### src/rtl/parity_frame_rx_pkg.sv
// Shared types and helpers for the parity frame path.
// Used by both the receive checker and the transmit side.
package parity_frame_pkg;

    typedef enum logic [1:0] {
        IDLE,
        DATA,
        PARITY,
        STOP
    } rx_state_t;

    localparam logic START_BIT = 1'b0;
    localparam logic STOP_BIT = 1'b1;

    localparam logic [7:0] ERR_CNT_MAX = 8'hFF;

    // Parity bit that makes XOR(data, bit) equal to odd.
    function automatic logic calc_parity(
        input logic [15:0] data,
        input logic odd
    );
        return (^data) ^ odd;
    endfunction

endpackage

### src/rtl/parity_frame_err_cnt.sv
// Saturating count of errored frames for parity_frame_rx.
// Only built when PARITY_FRAME_RX_ERR_CNT_EN is defined.
module parity_frame_err_cnt
    import parity_frame_pkg::*;
(
    input  logic       clk,
    input  logic       rst_n,
    input  logic       inc,
    output logic [7:0] cnt
);

    always_ff @(posedge clk or negedge rst_n) begin
        if (!rst_n) begin
            cnt <= 8'h00;
        end else if (inc && cnt != ERR_CNT_MAX) begin
            cnt <= cnt + 8'h01;
        end
    end

endmodule

### src/rtl/parity_frame_rx.sv
// Strobe-qualified serial receiver/checker for parity frames.
// Optional error counter: define PARITY_FRAME_RX_ERR_CNT_EN.
module parity_frame_rx
    import parity_frame_pkg::*;
#(
    parameter int DATA_W     = 8,
    parameter bit ODD_PARITY = 1'b0
) (
    input  logic              clk,
    input  logic              rst_n,
    input  logic              sin,
    input  logic              bit_valid,
    output logic [DATA_W-1:0] dout,
    output logic              dout_valid,
    output logic              parity_err,
    output logic              frame_err,
`ifdef PARITY_FRAME_RX_ERR_CNT_EN
    output logic              busy,
    output logic [7:0]        err_cnt
`else
    output logic              busy
`endif
);

    localparam int CNT_W = (DATA_W > 1) ? $clog2(DATA_W) : 1;
    localparam logic [CNT_W-1:0] LAST = CNT_W'(DATA_W - 1);

    rx_state_t         state;
    rx_state_t         state_nx;
    logic [DATA_W-1:0] shreg;
    logic [CNT_W-1:0]  bit_cnt;
    logic              run_par;
    logic              par_bad;
    logic              stop_lat;
    logic              pend;

    always_ff @(posedge clk or negedge rst_n) begin
        if (!rst_n) begin
            state <= IDLE;
        end else begin
            state <= state_nx;
        end
    end

    always_comb begin
        state_nx = state;
        if (bit_valid) begin
            unique case (state)
                IDLE: begin
                    if (sin == START_BIT) begin
                        state_nx = DATA;
                    end
                end
                DATA: begin
                    if (bit_cnt == LAST) begin
                        state_nx = PARITY;
                    end
                end
                PARITY: state_nx = STOP;
                STOP:   state_nx = IDLE;
                default: state_nx = IDLE;
            endcase
        end
    end

    always_ff @(posedge clk or negedge rst_n) begin
        if (!rst_n) begin
            shreg    <= '0;
            bit_cnt  <= '0;
            run_par  <= 1'b0;
            par_bad  <= 1'b0;
            stop_lat <= 1'b1;
            pend     <= 1'b0;
        end else begin
            pend <= 1'b0;
            if (bit_valid) begin
                unique case (state)
                    IDLE: begin
                        if (sin == START_BIT) begin
                            bit_cnt <= '0;
                            run_par <= 1'b0;
                        end
                    end
                    DATA: begin
                        shreg[bit_cnt] <= sin;
                        run_par        <= run_par ^ sin;
                        if (bit_cnt != LAST) begin
                            bit_cnt <= bit_cnt + 1'b1;
                        end
                    end
                    PARITY: begin
                        par_bad <= ((run_par ^ sin) != ODD_PARITY);
                    end
                    STOP: begin
                        stop_lat <= sin;
                        pend     <= 1'b1;
                    end
                    default: ;
                endcase
            end
        end
    end

    // Delivery lags the stop sample by one edge; shreg is not
    // touched until the next frame's first data bit, so it is
    // still intact here even for a back-to-back start bit.
    always_ff @(posedge clk or negedge rst_n) begin
        if (!rst_n) begin
            dout       <= '0;
            dout_valid <= 1'b0;
            parity_err <= 1'b0;
            frame_err  <= 1'b0;
        end else begin
            dout_valid <= pend;
            if (pend) begin
                dout       <= shreg;
                parity_err <= par_bad;
                frame_err  <= (stop_lat != STOP_BIT);
            end
        end
    end

    assign busy = (state != IDLE);

`ifdef PARITY_FRAME_RX_ERR_CNT_EN
    logic err_inc;

    assign err_inc = pend & (par_bad | (stop_lat != STOP_BIT));

    parity_frame_err_cnt u_err_cnt (
        .clk   (clk),
        .rst_n (rst_n),
        .inc   (err_inc),
        .cnt   (err_cnt)
    );
`endif

endmodule

### config.mk
export PLATFORM = sky130hd
export DESIGN_NAME = parity_frame_rx
export DESIGN_NICKNAME = d
export VERILOG_FILES = /design/src/rtl/parity_frame_rx_pkg.sv /design/src/rtl/parity_frame_err_cnt.sv /design/src/rtl/parity_frame_rx.sv
export SDC_FILE = /design/constraint.sdc
export NUM_CORES = 1
export LEC_CHECK = 0
export CAP_MARGIN = 10
export CELL_PAD_IN_SITES_DETAIL_PLACEMENT = 1
export CELL_PAD_IN_SITES_GLOBAL_PLACEMENT = 1
export CORE_ASPECT_RATIO = 1.25
export CORE_UTILIZATION = 30
export CTS_CLUSTER_DIAMETER = 150
export DETAILED_ROUTE_END_ITERATION = 6
export MAX_ROUTING_LAYER = met4
export PLACE_DENSITY_LB_ADDON = 0.3
export SYNTH_ARGS = -nofsm -noshare
export SYNTH_HDL_FRONTEND = slang
export SYNTH_SLANG_ARGS = --single-unit
### constraint.sdc
create_clock -name clk -period 2.25 [get_ports clk]
set_input_delay 0.45 -clock clk [delete_from_list [all_inputs] [get_ports clk]]
set_output_delay 0.45 -clock clk [all_outputs]
set_load 0.02 [all_outputs]
==> impl_metrics.csv <==
group,metric,value,unit
finish,fillers,446,
run,cap_violations,0,
cts,htreeDepth,1,
finish,fin_nets,126,
cts,cts_tree,"yes",
grt,grt_pass1_wl,3770,um
timing,hold_viol,0,
cts,cts_buffers,3,
logic_synthesis,syn_area_per_cell,13.2,um2
timing,slew_violations,0,
logic_synthesis,syn_nets,107,
setup_path,slowest_stage,"dfrtp_1",
route,wirelength,2370,um
power,power_density,1300,nW/um2
setup_path,worstReg2RegEnd,"shreg[0]",
floorplanning,fp.coreArea,4070,um2
finish,ff_latch_area,702,um2
setup_path,worst_ep_required_time,1.80,ns
timing,tightest_slew,0.473,ns
grt,antenna_found_initial,0,
logic_synthesis,async_reset_ff_frac,1.00,
floorplanning,row_count,26,
setup_path,cpPeakStageDelay,0.43,ns
cts,clk_pin_slew,0.09,ns
power,vdd_ir_drop_max,308,uV
grt,grt_max_degree,29,
timing,rsz0062_at_grt,"false",
grt,grt_pass1_vias,808,
floorplanning,die_h,74.9,um
logic_synthesis,yosysWarnings,0,
logic_synthesis,synth-seq-cells,28,
power,total_leakage_power,0.000702,uW
floorplanning,dieArea,4520,um2
setup_path,critPathCaptureType,"primary output",
cts,cts.sinks,28,
setup_path,reg2reg_depth,5,
route,via_per_inst,4.63,
logic_synthesis,synth_area_leader_cell,"dfrtp_1",
route,first_pass_iters,3,
logic_synthesis,syn_inst,97,
logic_synthesis,yosys-top-cells-area,"dfrtp_1 (53%), mux2_2 (16%), ha_1 (5.9%), mux2i_1 (3.1%), mux2_4 (2.4%)",
finish,drive_gt1_frac,0.278,
place,gp_congestion,0.662,
worst_hold_path,min_from,"dout[7]",
cts,clockBufferDepth,2,
setup_path,regToRegStartpoint,"state[1]",
cts,clock_latency,0.27,ns
cts,ctsHoldBuffers,0,
setup_path,cp.arrival,1.40,ns
timing,fin_setup_tns,0,ns
route,dr_total_vias,791,
logic_synthesis,syn_area,1280,um2
floorplanning,ioPinCount,16,
route,drtIter0Drc,5,
timing,period_minus_slack,1.85,ns
grt,grtUsageTotal,0.119,
outcome,status,"completed",
route,ant_nets,0,
timing,finalCritPeriodShare,0.824,
grt,grt_overflow,0,
logic_synthesis,synth_top_cell_area_share,0.529,
floorplanning,start_util,0.314,
logic_synthesis,synth_cell_types,25,
setup_path,path_cells,"inv_1 -> ha_2 -> inv_1 -> dlymetal6s2s_1",
timing,skew,0.00121,ns
finish,diodes,0,
logic_synthesis,ys_top_cells_by_count,"dfrtp_1 (27), mux2_2 (18), nor2_1 (8)",
worst_hold_path,min_to,"dout[7]",
worst_hold_path,whs_path_depth,1,
cts,cts_root_buf,"clkbuf_8",
cts,cts_setup_buffers,0,
logic_synthesis,yosysMostFrequentCell,"dfrtp_1",
logic_synthesis,synthFlopType,"dfrtp_1",
place,place_inst,167,
setup_path,worstPathMaxFanout,5,
setup_path,critPathLaunchType,"register",
place,dp_hpwl,1820,um
timing,setup_viol_count_final,0,
finish,multiInputGateArea,537,um2
route,route.detailed.drc,0,
place,portBuffers,15,
setup_path,r2r_setup_slack,0.41,ns
finish,finalNonFillerCells,171,
setup_path,worstSetupPathType,"register to primary output",
floorplanning,die_w,60.3,um
finish,syn_to_final_growth,22.1,%
worst_hold_path,hp-class,"register to register",
route,wl_per_cell,13.8,um
setup_path,cpMostUsedCell,"inv_1",
logic_synthesis,synth-edff-count,0,
timing,slew_headroom,0.685,
place,dp_slack,0.250,ns
timing,layout_setup_ws,0.395,ns
timing,clock.fmax,0.539,GHz
logic_synthesis,yosysSeqAreaShare,0.550,
-- cell usage in the layout (no fill, tap or decap) --
master	Yosys	layout
clkdlybuf4s50_1	0	14
nand3_1	1	1
o211ai_4	1	1
nand2b_1	2	2
a21oi_1	2	2
dfstp_2	1	1
nand4b_1	1	1
nand2_1	4	4
xnor2_1	1	1
mux2_4	2	2
a41oi_1	1	1
clkbuf_8	0	4
inv_1	7	7
dlymetal6s2s_1	0	1
ha_1	6	5
mux2_2	18	18
and2_2	1	1
mux2i_1	4	4
nor2_1	8	8
dfrtp_1	27	27
nor3_1	2	2
ha_2	0	1
nand3b_1	1	1
buf_4	0	2
a21boi_4	1	1
a31oi_1	1	1
o21ai_2	1	1
o31ai_1	1	1
-- logic make-up (layout without fill, tap and decap cells) --
| group | after synthesis | in the layout | share of synthesized area |
|---|---|---|---|
| flops | 28 | 28 | 0.550 |
| buf+inv | 10 | 28 | 0.0314 |
| xor+xnor | 1 | 1 | 0.00686 |
| compound gates | 8 | 8 | 0.0637 |
| simple gates | 20 | 20 | 0.0755 |
| fa+ha+maj | 6 | 6 | 0.0588 |
| mux | 24 | 24 | 0.214 |
-- power breakdown --
part | internal [uW] | switching, uW
Combinational | 454 | 401
Clock | 157 | 154
Sequential | 717 | 149
-- how the worst max path moves through the flow --
| stage | startpoint | to | slack (ns) | cells after the start |
|---|---|---|---|---|
| 2_1_floorplan | state[1] | shreg[0] | 0.71 | 6 |
| 3_3_place_gp | state[0] | busy | 0.29 | 4 |
| 3_5_place_dp | state[1] | busy | 0.25 | 4 |
| 4_1_cts | state[1] | busy | 0.03 | 4 |
| 5_1_grt | state[1] | shreg[0] | 0.29 | 5 |
| 6_report | state[1] | busy | 0.40 | 4 |
-- critical path, delay by kind of cell, from the launching register on --
kind                       cells  cell delay [ns]
DFF                            1             0.43
adders and majority gates      1             0.27
buffers and inverters          3             0.43
-- repair_timing --
item	in CTS	in global routing
hold endpoints to repair	0	0
resized for setup	1	1
endpoints found under the setup margin	1	1
-- routing by layer --
metal  part of all wire  vias to the layer above  GRT usage
li1                   -                      365          -
met1               0.41                      407      0.127
met2               0.55                       12      0.208
met3             0.0097                        7     0.0155
met4              0.032                        0     0.0724
met5                  0                        -          -
-- per-stage QoR --
stage | total power [uW] | hold slack [ns] | util | area [um2]
after floorplan | 1410 | 0.154 | - | 1280
after global placement | 1690 | 0.488 | 0.368 | 1500
after detailed placement | 1750 | 0.496 | 0.368 | 1500
after CTS | 2060 | 0.518 | 0.382 | 1560
after global routing | 2150 | 0.530 | 0.383 | 1560
final | 2030 | 0.514 | 0.383 | 1560
-- layout make-up --
class	instances	area share
flip-flops and latches	28	0.451
multi-input cells	59	0.345
repair buffers	17	0.108
well taps	56	0.0450
clock buffers	4	0.0353
inverters	7	0.0169
-- sequential cells by signal (all words and copies together) (netlist names) --
signal	flops
pend	1
stop_lat	1
frame_err	1
par_bad	1
run_par	1
dout_valid	1
parity_err	1
bit_cnt	3
state	2
dout	8
shreg	8
Power figures use the tool's default switching activity.
